--- src/rtl/bulls_cows_pkg.sv ---
// Shared types and helpers for the Bulls & Cows engine: game phase enum and digit slicing.
package bulls_cows_pkg;

    localparam int unsigned PhaseW = 2;

    typedef enum logic [PhaseW-1:0] {
        SECRET = 2'd0,
        GUESS  = 2'd1,
        DONE   = 2'd2
    } phase_t;

    // Digit 0 sits in the MSBs of a packed code.
    function automatic int unsigned digit_lsb(input int unsigned idx,
                                              input int unsigned n_digits,
                                              input int unsigned digit_w);
        return (n_digits - 1 - idx) * digit_w;
    endfunction

endpackage

--- src/rtl/bulls_cows_scorer.sv ---
// Combinational scorer: bulls/cows of code_b against code_a, plus range/distinctness check of code_b.
module bulls_cows_scorer
    import bulls_cows_pkg::*;
#(
    parameter int unsigned N_DIGITS = 4,
    parameter int unsigned DIGIT_W  = 4,
    parameter int unsigned BASE     = 10
) (
    input  logic [N_DIGITS*DIGIT_W-1:0]   code_a_i,
    input  logic [N_DIGITS*DIGIT_W-1:0]   code_b_i,
    output logic [$clog2(N_DIGITS+1)-1:0] bulls_o,
    output logic [$clog2(N_DIGITS+1)-1:0] cows_o,
    output logic                          valid_b_o
);

    localparam int unsigned CntW = $clog2(N_DIGITS + 1);

    logic [DIGIT_W-1:0] dig_a [N_DIGITS];
    logic [DIGIT_W-1:0] dig_b [N_DIGITS];
    int unsigned        bull_cnt;
    int unsigned        cow_cnt;
    logic               ok;

    always_comb begin
        for (int unsigned i = 0; i < N_DIGITS; i++) begin
            dig_a[i] = code_a_i[digit_lsb(i, N_DIGITS, DIGIT_W) +: DIGIT_W];
            dig_b[i] = code_b_i[digit_lsb(i, N_DIGITS, DIGIT_W) +: DIGIT_W];
        end
    end

    // Cows assume distinct digits in both codes, which validation guarantees for scored entries.
    always_comb begin
        bull_cnt = 0;
        cow_cnt  = 0;
        ok       = 1'b1;
        for (int unsigned i = 0; i < N_DIGITS; i++) begin
            if (dig_a[i] == dig_b[i]) bull_cnt = bull_cnt + 1;
            if (32'(dig_b[i]) >= BASE) ok = 1'b0;
            for (int unsigned j = 0; j < N_DIGITS; j++) begin
                if (i != j) begin
                    if (dig_b[i] == dig_a[j]) cow_cnt = cow_cnt + 1;
                    if (dig_b[i] == dig_b[j]) ok = 1'b0;
                end
            end
        end
    end

    assign bulls_o   = CntW'(bull_cnt);
    assign cows_o    = CntW'(cow_cnt);
    assign valid_b_o = ok;

endmodule

--- src/rtl/bulls_cows_engine.sv ---
// N-player Bulls & Cows controller: secret collection, rotating guesses, scoring, win/draw detection.
module bulls_cows_engine
    import bulls_cows_pkg::*;
#(
    parameter int unsigned N_DIGITS   = 4,
    parameter int unsigned DIGIT_W    = 4,
    parameter int unsigned BASE       = 10,
    parameter int unsigned N_PLAYERS  = 2,
    parameter int unsigned MAX_ROUNDS = 15
) (
    input  logic                            clock_i,
    input  logic                            reset_ni,
    input  logic [N_DIGITS*DIGIT_W-1:0]     guess_i,
    input  logic                            confirm_i,
    output logic [$clog2(N_DIGITS+1)-1:0]   bulls_o,
    output logic [$clog2(N_DIGITS+1)-1:0]   cows_o,
    output logic                            result_valid_o,
    output logic                            entry_error_o,
    output phase_t                          phase_o,
    output logic [$clog2(N_PLAYERS)-1:0]    player_o,
    output logic [$clog2(MAX_ROUNDS+1)-1:0] round_o,
    output logic                            game_over_o,
    output logic [$clog2(N_PLAYERS)-1:0]    winner_o,
    output logic                            draw_o
);

    localparam int unsigned CodeW   = N_DIGITS * DIGIT_W;
    localparam int unsigned CntW    = $clog2(N_DIGITS + 1);
    localparam int unsigned PlayerW = $clog2(N_PLAYERS);
    localparam int unsigned RoundW  = $clog2(MAX_ROUNDS + 1);

    logic               confirm_q;
    phase_t             phase_q, phase_d;
    logic [PlayerW-1:0] player_q, player_d;
    logic [RoundW-1:0]  round_q, round_d;
    logic [CntW-1:0]    bulls_q, bulls_d;
    logic [CntW-1:0]    cows_q, cows_d;
    logic               result_valid_q, result_valid_d;
    logic               entry_error_q, entry_error_d;
    logic [PlayerW-1:0] winner_q, winner_d;
    logic               draw_q, draw_d;
    logic [CodeW-1:0]   secret_q [N_PLAYERS];
    logic [CodeW-1:0]   secret_d [N_PLAYERS];

    logic               submit;
    logic               last_player;
    logic [PlayerW-1:0] target;
    logic [CntW-1:0]    score_bulls;
    logic [CntW-1:0]    score_cows;
    logic               code_ok;

    assign submit      = confirm_i & ~confirm_q;
    assign last_player = (player_q == PlayerW'(N_PLAYERS - 1));
    assign target      = last_player ? '0 : player_q + 1'b1;

    // Single scorer: validates the entry in every phase and scores it in GUESS.
    bulls_cows_scorer #(
        .N_DIGITS (N_DIGITS),
        .DIGIT_W  (DIGIT_W),
        .BASE     (BASE)
    ) u_scorer (
        .code_a_i  (secret_q[target]),
        .code_b_i  (guess_i),
        .bulls_o   (score_bulls),
        .cows_o    (score_cows),
        .valid_b_o (code_ok)
    );

    always_comb begin
        phase_d        = phase_q;
        player_d       = player_q;
        round_d        = round_q;
        bulls_d        = bulls_q;
        cows_d         = cows_q;
        winner_d       = winner_q;
        draw_d         = draw_q;
        secret_d       = secret_q;
        result_valid_d = 1'b0;
        entry_error_d  = 1'b0;

        if (submit) begin
            case (phase_q)
                SECRET: begin
                    if (!code_ok) begin
                        entry_error_d = 1'b1;
                    end else begin
                        secret_d[player_q] = guess_i;
                        if (last_player) begin
                            phase_d  = GUESS;
                            player_d = '0;
                            round_d  = RoundW'(1);
                        end else begin
                            player_d = player_q + 1'b1;
                        end
                    end
                end
                GUESS: begin
                    if (!code_ok) begin
                        entry_error_d = 1'b1;
                    end else begin
                        bulls_d        = score_bulls;
                        cows_d         = score_cows;
                        result_valid_d = 1'b1;
                        if (score_bulls == CntW'(N_DIGITS)) begin
                            phase_d  = DONE;
                            winner_d = player_q;
                        end else if (last_player) begin
                            player_d = '0;
                            if (round_q == RoundW'(MAX_ROUNDS)) begin
                                phase_d = DONE;
                                draw_d  = 1'b1;
                            end else begin
                                round_d = round_q + 1'b1;
                            end
                        end else begin
                            player_d = player_q + 1'b1;
                        end
                    end
                end
                DONE: begin
                    phase_d  = SECRET;
                    player_d = '0;
                    round_d  = '0;
                    bulls_d  = '0;
                    cows_d   = '0;
                    winner_d = '0;
                    draw_d   = 1'b0;
                    for (int i = 0; i < int'(N_PLAYERS); i++) secret_d[i] = '0;
                end
                default: phase_d = SECRET;
            endcase
        end
    end

    always_ff @(posedge clock_i or negedge reset_ni) begin
        if (!reset_ni) begin
            confirm_q      <= 1'b0;
            phase_q        <= SECRET;
            player_q       <= '0;
            round_q        <= '0;
            bulls_q        <= '0;
            cows_q         <= '0;
            result_valid_q <= 1'b0;
            entry_error_q  <= 1'b0;
            winner_q       <= '0;
            draw_q         <= 1'b0;
            for (int i = 0; i < int'(N_PLAYERS); i++) secret_q[i] <= '0;
        end else begin
            confirm_q      <= confirm_i;
            phase_q        <= phase_d;
            player_q       <= player_d;
            round_q        <= round_d;
            bulls_q        <= bulls_d;
            cows_q         <= cows_d;
            result_valid_q <= result_valid_d;
            entry_error_q  <= entry_error_d;
            winner_q       <= winner_d;
            draw_q         <= draw_d;
            secret_q       <= secret_d;
        end
    end

    assign bulls_o        = bulls_q;
    assign cows_o         = cows_q;
    assign result_valid_o = result_valid_q;
    assign entry_error_o  = entry_error_q;
    assign phase_o        = phase_q;
    assign player_o       = player_q;
    assign round_o        = round_q;
    assign game_over_o    = (phase_q == DONE);
    assign winner_o       = winner_q;
    assign draw_o         = draw_q;

endmodule

--- config.mk ---
export PLATFORM = sky130hd
export DESIGN_NAME = bulls_cows_engine
export DESIGN_NICKNAME = d
export VERILOG_FILES = /design/src/rtl/bulls_cows_pkg.sv /design/src/rtl/bulls_cows_scorer.sv /design/src/rtl/bulls_cows_engine.sv
export SDC_FILE = /design/constraint.sdc
export NUM_CORES = 1
export LEC_CHECK = 0
export BUFFER_PORTS_ARGS = -buffer_cell sky130_fd_sc_hd__buf_2
export CELL_PAD_IN_SITES_DETAIL_PLACEMENT = 0
export CELL_PAD_IN_SITES_GLOBAL_PLACEMENT = 1
export CORE_AREA = 3 3 97 118
export CTS_CLUSTER_DIAMETER = 120
export DETAILED_ROUTE_END_ITERATION = 16
export DIE_AREA = 0 0 100 121
export PLACE_DENSITY = 0.85
export SETUP_SLACK_MARGIN = 0.2
export SLEW_MARGIN = 20
export SYNTH_ARGS = -nofsm -noshare
export SYNTH_HDL_FRONTEND = slang
export SYNTH_SLANG_ARGS = --single-unit
--- constraint.sdc ---
create_clock -name clock_i -period 7.6 [get_ports clock_i]
set_input_delay 2.28 -clock clock_i [delete_from_list [all_inputs] [get_ports clock_i]]
set_output_delay 2.28 -clock clock_i [all_outputs]
set_load 0.02 [all_outputs]
# Word-level counts from Yosys, hierarchy flattened

Index checks and enable logic that the tools add are counted.

Mux-type cells: 77
Order comparisons: 7
Bitwise operators: 4
Add/sub/neg operators: 16
Eq/ne operators: 42
Reduce and logical (&&, ||, !) cells: 13

Operators with widths:

| operator                                     | count |
|---|---|
| equality test 4 bit                          | 28 |
| 2-to-1 mux 16 bit                            | 4 |
| one-hot mux 32 bit (2 select lines)          | 1 |
| 2-to-1 mux 3 bit                             | 14 |
| 2-to-1 mux 1 bit                             | 34 |
| bitwise mux 32 bit                           | 1 |
| 2-to-1 mux 32 bit                            | 1 |
| adder 3 x 1 -> 3 bit (second input constant) | 10 |
| 2-to-1 mux 4 bit                             | 6 |
| demux 16 bit (select 1 bit)                  | 1 |
| >= comparator 4 bit (second input constant)  | 4 |
| 2-to-1 mux 2 bit                             | 8 |
| != test 2 bit (second input constant)        | 8 |
| one-hot mux 3 bit (2 select lines)           | 2 |
| one-hot mux 4 bit (3 select lines)           | 1 |
| AND reduction 6 bit                          | 2 |
| AND reduction 8 bit                          | 1 |
| adder 2 x 1 -> 3 bit (second input constant) | 2 |
| != test 3 bit (second input constant)        | 2 |
| AND reduction 3 bit                          | 2 |
| AND reduction 5 bit                          | 1 |
| adder 1 x 1 -> 2 bit (second input constant) | 2 |
| adder 4 x 1 -> 4 bit (second input constant) | 1 |
| equality test 4 bit (second input constant)  | 1 |
| other kinds (18)                             | 22 |

Flip-flop bits (word level): 50
Output and inout bits: 18
Logic and storage cells: 171
Bits of input ports: 19

# Logic depth before layout (Yosys ltp)

Depth after elaboration: 32
Mapped depth: 38
Mapped depth without buffers: 35

# By module

Synthesis repeated with hierarchy kept, for this count alone.

Cells, all modules: 440
Area, all modules: 4329.2 sq um

By module, submodules not included:

| module            | times used | seq. area each (sq um) | area an instance (sq um) | cells each |
|---|---|---|---|---|
| bulls_cows_engine | 1          | 1251.2                 | 2306.0                   | 184 |
| bulls_cows_scorer | 1          | 0.0                    | 2023.2                   | 256 |

# Worst setup path after synthesis

No wires, ideal clock.

Path type: input to register
From: input port guess_i[15]
To: register cows_q[2], in the netlist cows_o[2]
Data required time: 7473 ps
Path slack: -1249 ps
Stages: 36
Setup time: 127 ps
Path buffers: 2
Data arrival time: 8722 ps
Cells stage by stage: clkbuf_1 xnor2_1 or4_1 inv_1 ha_1 buf_1 inv_1 nor2_1 nand2b_1 ha_1 mux2i_1 mux2_2 nor3_1 a21oi_1 a21oi_1 ha_1 xnor2_1 xnor2_1 nand3_1 o211ai_2 ha_1 xnor2_1 xnor2_1 and3_1 a221o_1 ha_1 nor2b_1 nor2_1 ha_1 nand2_1 xor2_1 xnor2_1 xnor2_1 xnor2_1 xnor2_1 o2bb2ai_1

Cells in the longest elaborated chain, start to end: 26
Elaborated cells between the ends (all ways): 53
Classes of those cells: add/sub (11); order compare (1); eq/ne (10); mux (30); reduce/logical (1)

RTL lines:

| element                            | RTL line                 | source |
|---|---|---|
| start: declaration                 | bulls_cows_engine.sv:13  | `input logic [N_DIGITS*DIGIT_W-1:0] guess_i,` |
| equality test 4 bit                | bulls_cows_scorer.sv:41  | `if (dig_b[i] == dig_a[j]) cow_cnt = cow_cnt + 1;` |
| 2-to-1 mux 1 bit                   | bulls_cows_scorer.sv:41  |  |
| adder 1 x 1 -> 2 bit               | bulls_cows_scorer.sv:41  |  |
| 2-to-1 mux 2 bit                   | bulls_cows_scorer.sv:41  |  |
| adder 2 x 1 -> 3 bit               | bulls_cows_scorer.sv:41  |  |
| 2-to-1 mux 3 bit                   | bulls_cows_scorer.sv:41  |  |
| adder 3 x 1 -> 3 bit               | bulls_cows_scorer.sv:41  |  |
| 2-to-1 mux 3 bit                   | bulls_cows_scorer.sv:41  |  |
| [... 10 more ...]                  | --                       |  |
| adder 3 x 1 -> 3 bit               | bulls_cows_scorer.sv:41  |  |
| 2-to-1 mux 3 bit                   | bulls_cows_scorer.sv:41  |  |
| adder 3 x 1 -> 3 bit               | bulls_cows_scorer.sv:41  |  |
| 2-to-1 mux 3 bit                   | bulls_cows_scorer.sv:41  |  |
| adder 3 x 1 -> 3 bit               | bulls_cows_scorer.sv:41  |  |
| 2-to-1 mux 3 bit                   | bulls_cows_scorer.sv:41  |  |
| 2-to-1 mux 3 bit                   | bulls_cows_engine.sv:98  | `if (!code_ok) begin` |
| one-hot mux 3 bit (2 select lines) | bulls_cows_engine.sv:82  | `case (phase_q)` |
| end signal: assignment             | bulls_cows_engine.sv:154 | `cows_q <= cows_d;` |
| end: declaration                   | bulls_cows_engine.sv:37  | `logic [CntW-1:0] cows_q, cows_d;` |

Several ways; a longest one is shown, not always the timed one. The select of a mux whose other input is x is not followed.
A chain may end at the register's enable or synchronous reset.

# Final worst setup path

Ends and elaborated chain as after synthesis.

==> flow_summary.toml <==
[cts]
root_buffer = "clkbuf_16"
cts_tree = "built"
htree_num_levels = 2
cts_inserted_buffers = 5
cts_hold_buf = 0
clk_latency_ns = 0.29
cts.sinks = 50
clockBufferDepth = 2
clkTransAtPathRegs_ns = 0.06

[timing]
fmax_ghz = 0.125
maxSlewViolCount = 0
fin_ws_ns = -0.399
rsz0062_at_grt = "yes"
period_needed_ns = 8.00
max-slew-margin-rel = 0.338
fin_worst_skew_ns = 0.00582
hold_viol = 0
setup_viol = 1
tightest_slew_ns = 0.984
period_share = 1.05

[placed_design]
place.gp.congestion = 0.901
io_buffer_count = 36
dp.cells = 640
hpwl_um = 8370
dpl_cell_area_sq_um = 5110

[setup_path]
worstPathArrival_ns = 8.18
timing_worst_setup_path_type = "primary input to flip-flop"
cp_num_buf_inv = 4
cpPeakStageDelay_ns = 0.58
start_kind = "primary input"
crit_path_max_fanout = 3
cp-end-kind = "flip-flop"
cpMaxStageDelayCell = "or4_4"
cpMostUsedCell = "xnor2_1"
crit_family = "XOR/XNOR gates"
required_ns = 7.78

[synthesis]
syn_area_sq_um = 4430
yosys_warnings = 0
synth_edf_count = 0
ys_async_sr_fraction = 1.00
avgSynthCellArea_sq_um = 9.65
ys_ff_latch = 50
ys_types = 59
ys.flop_type = "dfrtp_1"
syn-num-nets = 498
synth.top_cell.area_share = 0.283
synthCells = 459
synth_seq_area_share = 0.283
synthTopCellsByArea = "dfrtp_1, xnor2_1, a22o_1"
synth_area_leader_cell = "dfrtp_1"

[floorplanning]
rows = 41
core_sq_um = 10400
die_area_sq_um = 12100
ios = 37
initial_core_util = 0.425
die_w_um = 100
die_h_um = 121

[finish]
finalNetCount = 563
final_common_cell = "xnor2_1"
layout.cells.non_filler = 654
layout-drive-gt1-share = 0.299
area_growth_pct = 23.0
fill_cells = 911
final_cell_mix = "xnor2_1, buf_4, dfrtp_1, buf_2, a22o_1"
antenna_cells = 0
final_area_sq_um = 5450

[pwr]
ir_worst_vdd_mv = 0.207
p_leak_uw = 0.00228
p_per_area_nw_per_um2 = 453

[flow_run]
cap_violations = 0

[detailed_routing]
drt-pass1-iter-count = 4
drtIter0Drc = 170
final_antenna_net_count = 0
wl_um = 11200
vias = 3645
viasPerCell = 5.57
wl_per_cell_um = 17.2
drcViolationCount = 0

[outcome]
violations = "negative setup slack"
status = "finished, violations left"

[min_path]
worst_hold_path_type = "flip-flop to flip-flop"

[global_routing]
grt_max_degree = 51
grt_pass1_vias = 3942
grt_util_all_layers = 0.196
grt-ovfl-total = 0
antenna_found_initial = 0
grt_pass1_wl_um = 19000
## state kept, by name, summed over array words and instances, names as in the netlist
register,flops
secret_q,32
round_o,4
bulls_o,3
cows_o,3
phase_o,2
confirm_q,1
draw_o,1
entry_error_o,1
player_o,1
result_valid_o,1
winner_o,1
## layout make-up
type	count	area, sq um	area share
timing repair buffer	92	626	0.115
multi-input combinational	356	3170	0.582
inverter	19	76.3	0.0140
tap	129	161	0.0296
clock buffer	7	133	0.0244
clock inverter	1	30.0	0.00551
sequential	50	1250	0.230
## cells by family after synthesis
group | share of synthesized area
flops | 0.283
compound gates | 0.145
buf+inv | 0.0540
fa+ha+maj | 0.0565
xor+xnor | 0.252
simple gates | 0.132
mux | 0.0777
## power by group
part           leakage (uW)  total (uW)  switching, uW  internal [uW]
Sequential         0.000657         427           73.5            353
Combinational       0.00155        1790            895            898
Clock             0.0000781         249           93.3            156
Total               0.00228        2470           1060           1410
## layer usage
layer | part of all wire | track usage | vias up
met5 | 0 | 0 | -
met4 | 0.041 | 0.0944 | 0
met3 | 0.036 | 0.0201 | 28
met2 | 0.53 | 0.361 | 89
met1 | 0.39 | 0.223 | 1792
li1 | - | - | 1736
## Yosys cell counts (all sizes together) (17+ instances only)
cell / number
ha: 20
nor4: 17
a22o: 32
inv: 19
xor2: 23
nand2: 26
mux2i: 24
nor2: 22
dfrtp: 50
xnor2: 95
o21ai: 17
clkbuf: 20
## metrics by stage
step            util  TNS (ns)  setup WS [ns]  hold slack, ns  total power, uW
6_report       0.523    -0.399         -0.399           0.490             2470
3_5_place_dp   0.491     -1.42         -0.991           0.473             2100
5_1_grt        0.523    -0.928         -0.733           0.510             2650
4_1_cts        0.520    -0.435         -0.435           0.493             2450
2_1_floorplan      -    -0.882         -0.708           0.473             1670
3_3_place_gp   0.491     -1.10         -0.816           0.476             2040
## worst reg2reg max path: cells and delay by family (launching register included)
kind,cells,cell delay [ns]
adders and majority gates,6,1.46
muxes,2,0.73
AOI/OAI and AO/OA,6,1.12
DFF,1,0.39
and+or+nand+nor,8,1.15
xor gates and xnor gates,9,1.51
buffers and inverters,4,0.58
## path summary, 6_finish.rpt
path / from / to / slack (ns) / cells past startpoint
max: guess_i[15] / cows_o[2] / -0.40 / 34
max reg2reg: player_o / cows_o[2] / 0.57 / 35
min reg2reg: cows_o[2] / cows_o[2] / 0.49 / 1
min: cows_o[2] / cows_o[2] / 0.49 / 1
max in group asynchronous: reset_ni / secret_q[26] / 5.15 / 1
min in group asynchronous: reset_ni / phase_o[1] / 2.01 / 1
## repair_timing
item                       4_1_cts  5_1_grt
setup buffers                    6        0
pin swaps                       25       10
gates resized for setup         20        5
setup endpoints to repair        2        2
No activity file was read; power rests on OpenSTA's default activity.
